## config.mk

```make
export PLATFORM = sky130hd
export DESIGN_NAME = cache_fill_fsm
export DESIGN_NICKNAME = d
export VERILOG_FILES = /design/src/rtl/cache_fill_fsm.sv
export SDC_FILE = /design/constraint.sdc
export NUM_CORES = 1
export LEC_CHECK = 0
export BUFFER_PORTS_ARGS = -buffer_cell sky130_fd_sc_hd__clkbuf_2
export CAP_MARGIN = 25
export CELL_PAD_IN_SITES_DETAIL_PLACEMENT = 1
export CELL_PAD_IN_SITES_GLOBAL_PLACEMENT = 1
export CORE_MARGIN = 10
export CORE_UTILIZATION = 34
export CTS_CLUSTER_DIAMETER = 200
export DETAILED_ROUTE_END_ITERATION = 6
export PLACE_DENSITY = 0.95
export SLEW_MARGIN = 30
export SYNTH_ARGS = -nofsm -noshare
export SYNTH_HDL_FRONTEND = slang
export SYNTH_SLANG_ARGS = --single-unit
```

## constraint.sdc

```tcl
create_clock -name clk -period 4.4 [get_ports clk]
set_input_delay 0.44 -clock clk [delete_from_list [all_inputs] [get_ports clk]]
set_output_delay 0.44 -clock clk [all_outputs]
set_load 0.02 [all_outputs]
```

## src/rtl/cache_fill_fsm.sv

```systemverilog
// cache_fill_fsm: on a cache miss, fetches one 16-byte block as WORDS
// pipelined 16-bit reads, steers each returned word into the cache data
// array, and writes the tag together with the final data word.
module cache_fill_fsm #(
    parameter int ADDR_W = 16,
    parameter int WORDS  = 8,
    parameter int IDX_W  = 3
) (
    input  logic              clk,
    input  logic              rst_n,
    input  logic              miss_detected,
    input  logic [ADDR_W-1:0] miss_address,
    input  logic              memory_data_valid,
    input  logic [15:0]       memory_data,
    output logic              fsm_busy,
    output logic              mem_en,
    output logic [ADDR_W-1:0] memory_address,
    output logic              write_data_array,
    output logic [ADDR_W-1:0] fill_address,
    output logic [IDX_W-1:0]  data_word_idx,
    output logic              write_tag_array
);

    // Counters need one extra bit so that "all WORDS requests issued" is representable.
    localparam int CNT_W = IDX_W + 1;
    localparam logic [CNT_W-1:0] WORDS_C = CNT_W'(WORDS);
    localparam logic [CNT_W-1:0] LAST_C  = CNT_W'(WORDS - 1);

    typedef enum logic {
        IDLE = 1'b0,
        FILL = 1'b1
    } state_t;

    state_t            state, state_nxt;
    logic [ADDR_W-1:0] base, base_nxt;
    logic [CNT_W-1:0]  req_cnt, req_nxt;
    logic [CNT_W-1:0]  ret_cnt, ret_nxt;

    // The returned word goes straight to the data array outside this block,
    // and the block offset bits of the miss address are discarded by the
    // alignment; both are kept only so the port list matches the wiring.
    logic unused_bits;
    assign unused_bits = ^{memory_data, miss_address[CNT_W-1:0]};

    // State and counter registers; reset returns to IDLE with everything cleared.
    always_ff @(posedge clk or negedge rst_n) begin
        if (!rst_n) begin
            state   <= IDLE;
            base    <= '0;
            req_cnt <= '0;
            ret_cnt <= '0;
        end else begin
            state   <= state_nxt;
            base    <= base_nxt;
            req_cnt <= req_nxt;
            ret_cnt <= ret_nxt;
        end
    end

    // Next-state, counter updates and all outputs; every output is 0 in IDLE.
    always_comb begin
        state_nxt        = state;
        base_nxt         = base;
        req_nxt          = req_cnt;
        ret_nxt          = ret_cnt;
        fsm_busy         = 1'b0;
        mem_en           = 1'b0;
        memory_address   = '0;
        write_data_array = 1'b0;
        fill_address     = '0;
        data_word_idx    = '0;
        write_tag_array  = 1'b0;

        case (state)
            IDLE: begin
                // Stray memory returns while idle are ignored: nothing here looks at them.
                if (miss_detected) begin
                    state_nxt = FILL;
                    base_nxt  = {miss_address[ADDR_W-1:CNT_W], {CNT_W{1'b0}}};
                    req_nxt   = '0;
                    ret_nxt   = '0;
                end
            end

            FILL: begin
                fsm_busy = 1'b1;

                // Request side: one read per cycle until all WORDS are issued.
                // The address is driven only alongside mem_en, so the
                // past-the-end offset never appears on the bus.
                if (req_cnt < WORDS_C) begin
                    mem_en         = 1'b1;
                    memory_address = base + ADDR_W'({req_cnt, 1'b0});
                    req_nxt        = req_cnt + 1'b1;
                end

                // Return side: words arrive in request order, possibly with gaps.
                write_data_array = memory_data_valid;
                fill_address     = base + ADDR_W'({ret_cnt, 1'b0});
                data_word_idx    = ret_cnt[IDX_W-1:0];
                if (memory_data_valid) begin
                    ret_nxt = ret_cnt + 1'b1;
                    if (ret_cnt == LAST_C) begin
                        write_tag_array = 1'b1;
                        state_nxt       = IDLE;
                    end
                end
            end

            default: state_nxt = IDLE;
        endcase
    end

endmodule
```

# Word level (Yosys, flattened, before mapping)
# Index checks and enable logic that the tools add are counted.
dict set report op_classes {
  addsub 4
  order_cmp 1
  eq_ne 4
  mux 20
  bitwise 1
  reduce_logical 3
}
# operator count
set ops {}
lappend ops {{2-to-1 mux 16 bit} 3}
lappend ops {{adder 16 x 5 -> 16 bit} 2}
lappend ops {{one-hot mux 4 bit (2 select lines)} 2}
lappend ops {{2-to-1 mux 4 bit} 3}
lappend ops {{2-to-1 mux 1 bit} 10}
lappend ops {{adder 4 x 1 -> 4 bit, second input constant} 2}
lappend ops {{AND reduction 2 bit} 3}
lappend ops {{== test 4 x 3 -> 1 bit, second input constant} 1}
lappend ops {{< comparator 4 bit, second input constant} 1}
lappend ops {{inequality test 2 bit, second input constant} 2}
lappend ops {{2-to-1 mux 3 bit} 1}
lappend ops {{inequality test 2 x 1 -> 1 bit, second input constant} 1}
lappend ops {{one-hot mux 1 bit (2 select lines)} 1}
lappend ops {{inverter 1 bit} 1}
dict set report word_totals {
  ff_bits 21
  inputBits 36
  out_inout_bits 39
  elab_cells 37
}

# Logic depth before layout (Yosys ltp)
dict set report logic_depth {
  ltp_word 4
  ltp_mapped 6
  ltp_nobuf 5
}

# Least setup slack after synthesis
# No wires, ideal clock.
dict set report synth_timing {
  path_kind {reg-to-output}
  from {reg base[4]}
  to {out fill_address[12]}
  arrival_time_ns 1.682
  t_required_ns 3.960
  setup_slack_ns 2.278
  stages_incl_launch_ff 6
  n_path_buf 0
  cell_sequence {dfrtp_1 -> ha_1 -> ha_1 -> inv_1 -> or4_1 -> a21oi_1}
}
dict set report synth_via {
  elab_chain_cells 2
}
# element line
set synth_lines {}
lappend synth_lines {{start: declaration} 35} ;# logic [ADDR_W-1:0] base, base_nxt;
lappend synth_lines {{start signal: assignment} 54} ;# base <= base_nxt;
lappend synth_lines {{adder 16 x 5 -> 16 bit} 99} ;# fill_address = base + ADDR_W'({ret_cnt, 1'b0});
lappend synth_lines {{2-to-1 mux 16 bit} 74} ;# case (state)
lappend synth_lines {{end: declaration} 19} ;# output logic [ADDR_W-1:0] fill_address,
# No other way between the ends.

# Worst setup path in the final report
dict set report layout_timing {
  from {reg base[4]}
  to {out fill_address[15]}
}
# Same word-level chain as after synthesis.

==> results.ini <==
[pwr]
p_leak_nw = 0.894
p_per_area_mw_per_mm2 = 749
power_frac_comb_pct = 56.2
p_int_w = 0.000593
vdd_drop_max_uv = 235
netSwitchingFraction_pct = 53.8
seq_power_share_pct = 33.7
clockPowerShare_pct = 10.1
switchingPower_w = 0.000692

[timing]
fin_worst_skew_ns = 0.00410
slew_headroom_pct = 53.9
tightest_slew_ns = 0.691
final.min_clock_period_ns = 2.54
worst_slack_ns = 1.86
slew_viol_final = 0
setup_tns_ns = 0
min_period_over_period_pct = 57.7
hold_viol_final = 0
finalSetupViolCount = 0
rsz0062_at_grt = no
fmaxAchievable_ghz = 0.394

[worst_setup_path]
worstPathMaxFanout = 9
path_class = reg2out
startpoint_type = flop
end_kind = primary output
crit_required_ns = 3.96
ff2ff_path_depth = 3
worst_ep_arrival_time_ns = 2.10

[routing]
ant_nets = 0
drc = 0
wl_per_cell_um = 16.2
avgViaCountPerCell = 5.11
routed_wl_um = 4410
wl_met2_um = 2210
drtPass1Iterations = 4
met1Wirelength_um = 1900
drtIter0Drc = 54
top_layer = met4
wl_met3_um = 204
vias = 1396

[yosys]
synthCells = 182
yosys_warnings = 0
ys_seq_area_share_pct = 36.1
synth_edf_count = 0
synthTopCellsByCount = nand2_1 (46), dfrtp_1 (21), and2_1 (14)
synth_top_area_share_pct = 36.1
synthesis.area_mm2 = 0.00145
yosys-top-cells-area = dfrtp_1 (36%), nand2_1 (12%), and2_1 (6.0%)
syn_avg_cell_area_um2 = 7.99
ys.flop_type = dfrtp_1
yosysMostFrequentCell = nand2_1
yosysTopAreaCell = dfrtp_1
yosysUniqueCellTypes = 32
ys_seq_elements = 21
async_flop_share_pct = 100

[cts]
max-clock-path-buffers = 2
cts-root-buf = clkbuf_8
htree_levels = 1
clk_latency_ns = 0.27
numCtsBuffers = 3
clk_pin_slew_ns = 0.08
cts_tree = done
post-cts-setup-buffers = 0
cts.sinks = 21
cts_hold_buffers = 0
post_cts_resized = 0

[final_layout]
nets = 265
post-route-util_pct = 42.3
final_layout_size_suffix_gt1_share_pct = 26.5
areaGrowthSynthToFinish_pct = 18.0
fill_cells = 518
diodes = 0

[outcome]
status = finished, final reports clean

[placement]
io_buffers = 52
dp_hpwl_um = 3500
routabilityCongestion = 0.778
dpl_worst_slack_ns = 2.16

[die]
rows = 23
die_y_um = 85.4
io-pin-count = 75
die_width_um = 85.4
initial_utilization_pct = 35.8
core_area_mm2 = 0.00406
dieArea_mm2 = 0.00729

[grt]
grt_overflow = 0
grt_pass1_vias = 1433
antenna_found_initial = 0
grt_usage_pct = 12.0
grt_pass1_wl_um = 7310
grt_max_degree = 22

[run]
cap_violations = 0

[min_path]
hold_class = in2async

## cells in the final DEF (no fill, tap or decap), drive strengths merged
master / instances
and2: 15
nand3b: 1
a31oi: 1
nand4: 6
o31ai: 6
inv: 6
xor2: 4
conb: 2
xnor2: 2
nand4b: 1
a21oi: 10
nand2: 46
o21a: 1
dfrtp: 21
mux2i: 2
clkbuf: 56
ha: 5
or3: 4
or4: 6
a21o: 1
nor2: 7
o22ai: 1
nor3b: 1
nor3: 1
nor2b: 1
nand2b: 2
o21ai: 6
nand3: 8
## flip-flops by register name, indices dropped and copies added, names as in the netlist
register,cells
req_cnt,4
state,1
ret_cnt,4
base,12
## power by group through the flow
stage	Sequential (W)	Clock [W]	Combinational (W)
2_1_floorplan	0.000366	0	0.000579
6_report	0.000432	0.000130	0.000722
4_1_cts	0.000431	0.000132	0.000739
3_3_place_gp	0.000420	0	0.000704
5_1_grt	0.000454	0.000135	0.000803
3_5_place_dp	0.000434	0	0.000735
## final timing paths
kind                                    endpoint              from  slack (ns)
worst max-delay path            fill_address[15]           base[4]        1.86
worst min-delay path                  ret_cnt[1]             rst_n        0.13
worst max register to register        ret_cnt[3]             state        2.85
worst min register to register        ret_cnt[3]        ret_cnt[3]        0.51
max in group asynchronous               base[10]             rst_n        3.90
min in group clk                        base[14]  miss_address[14]        0.36
## metal layers
metal | track usage (%) | up-vias
met3 | 2.58 | 7
met5 | 0 | -
met4 | 5.54 | 0
met1 | 14.6 | 661
li1 | - | 694
met2 | 19.6 | 34
## stage by stage
stage / std cells / hold WS (ns) / total power, W / area [µm²]
floorplan: 183 / 0.144 / 0.000945 / 1460
global route: 273 / 0.175 / 0.00139 / 1720
global placement: 269 / 0.432 / 0.00112 / 1670
finish: 273 / 0.135 / 0.00128 / 1720
detailed placement: 269 / 0.443 / 0.00117 / 1670
CTS: 273 / 0.151 / 0.00130 / 1710
## cells by family after synthesis
logic type | count (synthesis) | synth area share [%]
buffers and inverters | 22 | 9.29
muxes | 2 | 1.38
DFF | 21 | 36.1
AOI/OAI and AO/OA | 26 | 10.5
other | 1 | 0.258
and+or+nand+nor | 99 | 34.5
adders and majority gates | 5 | 4.30
xor gates and xnor gates | 6 | 3.61
## final cells by class
class	instances	area (µm²)	area share (%)
Clock buffer	4	45.0	2.63
Inverter	6	22.5	1.31
Multi-Input combinational cell	140	800	46.6
Sequential cell	21	526	30.6
Tap cell	50	62.6	3.65
Timing Repair Buffer	52	260	15.2
## worst max-delay path: stages (launching register included)
cell	delay (ns)
dfrtp_1	0.41
ha_1	0.20
nand3_1	0.25
or4_1	0.54
a21oi_1	0.21
clkbuf_2	0.21
(Power assumes the default switching activity.)
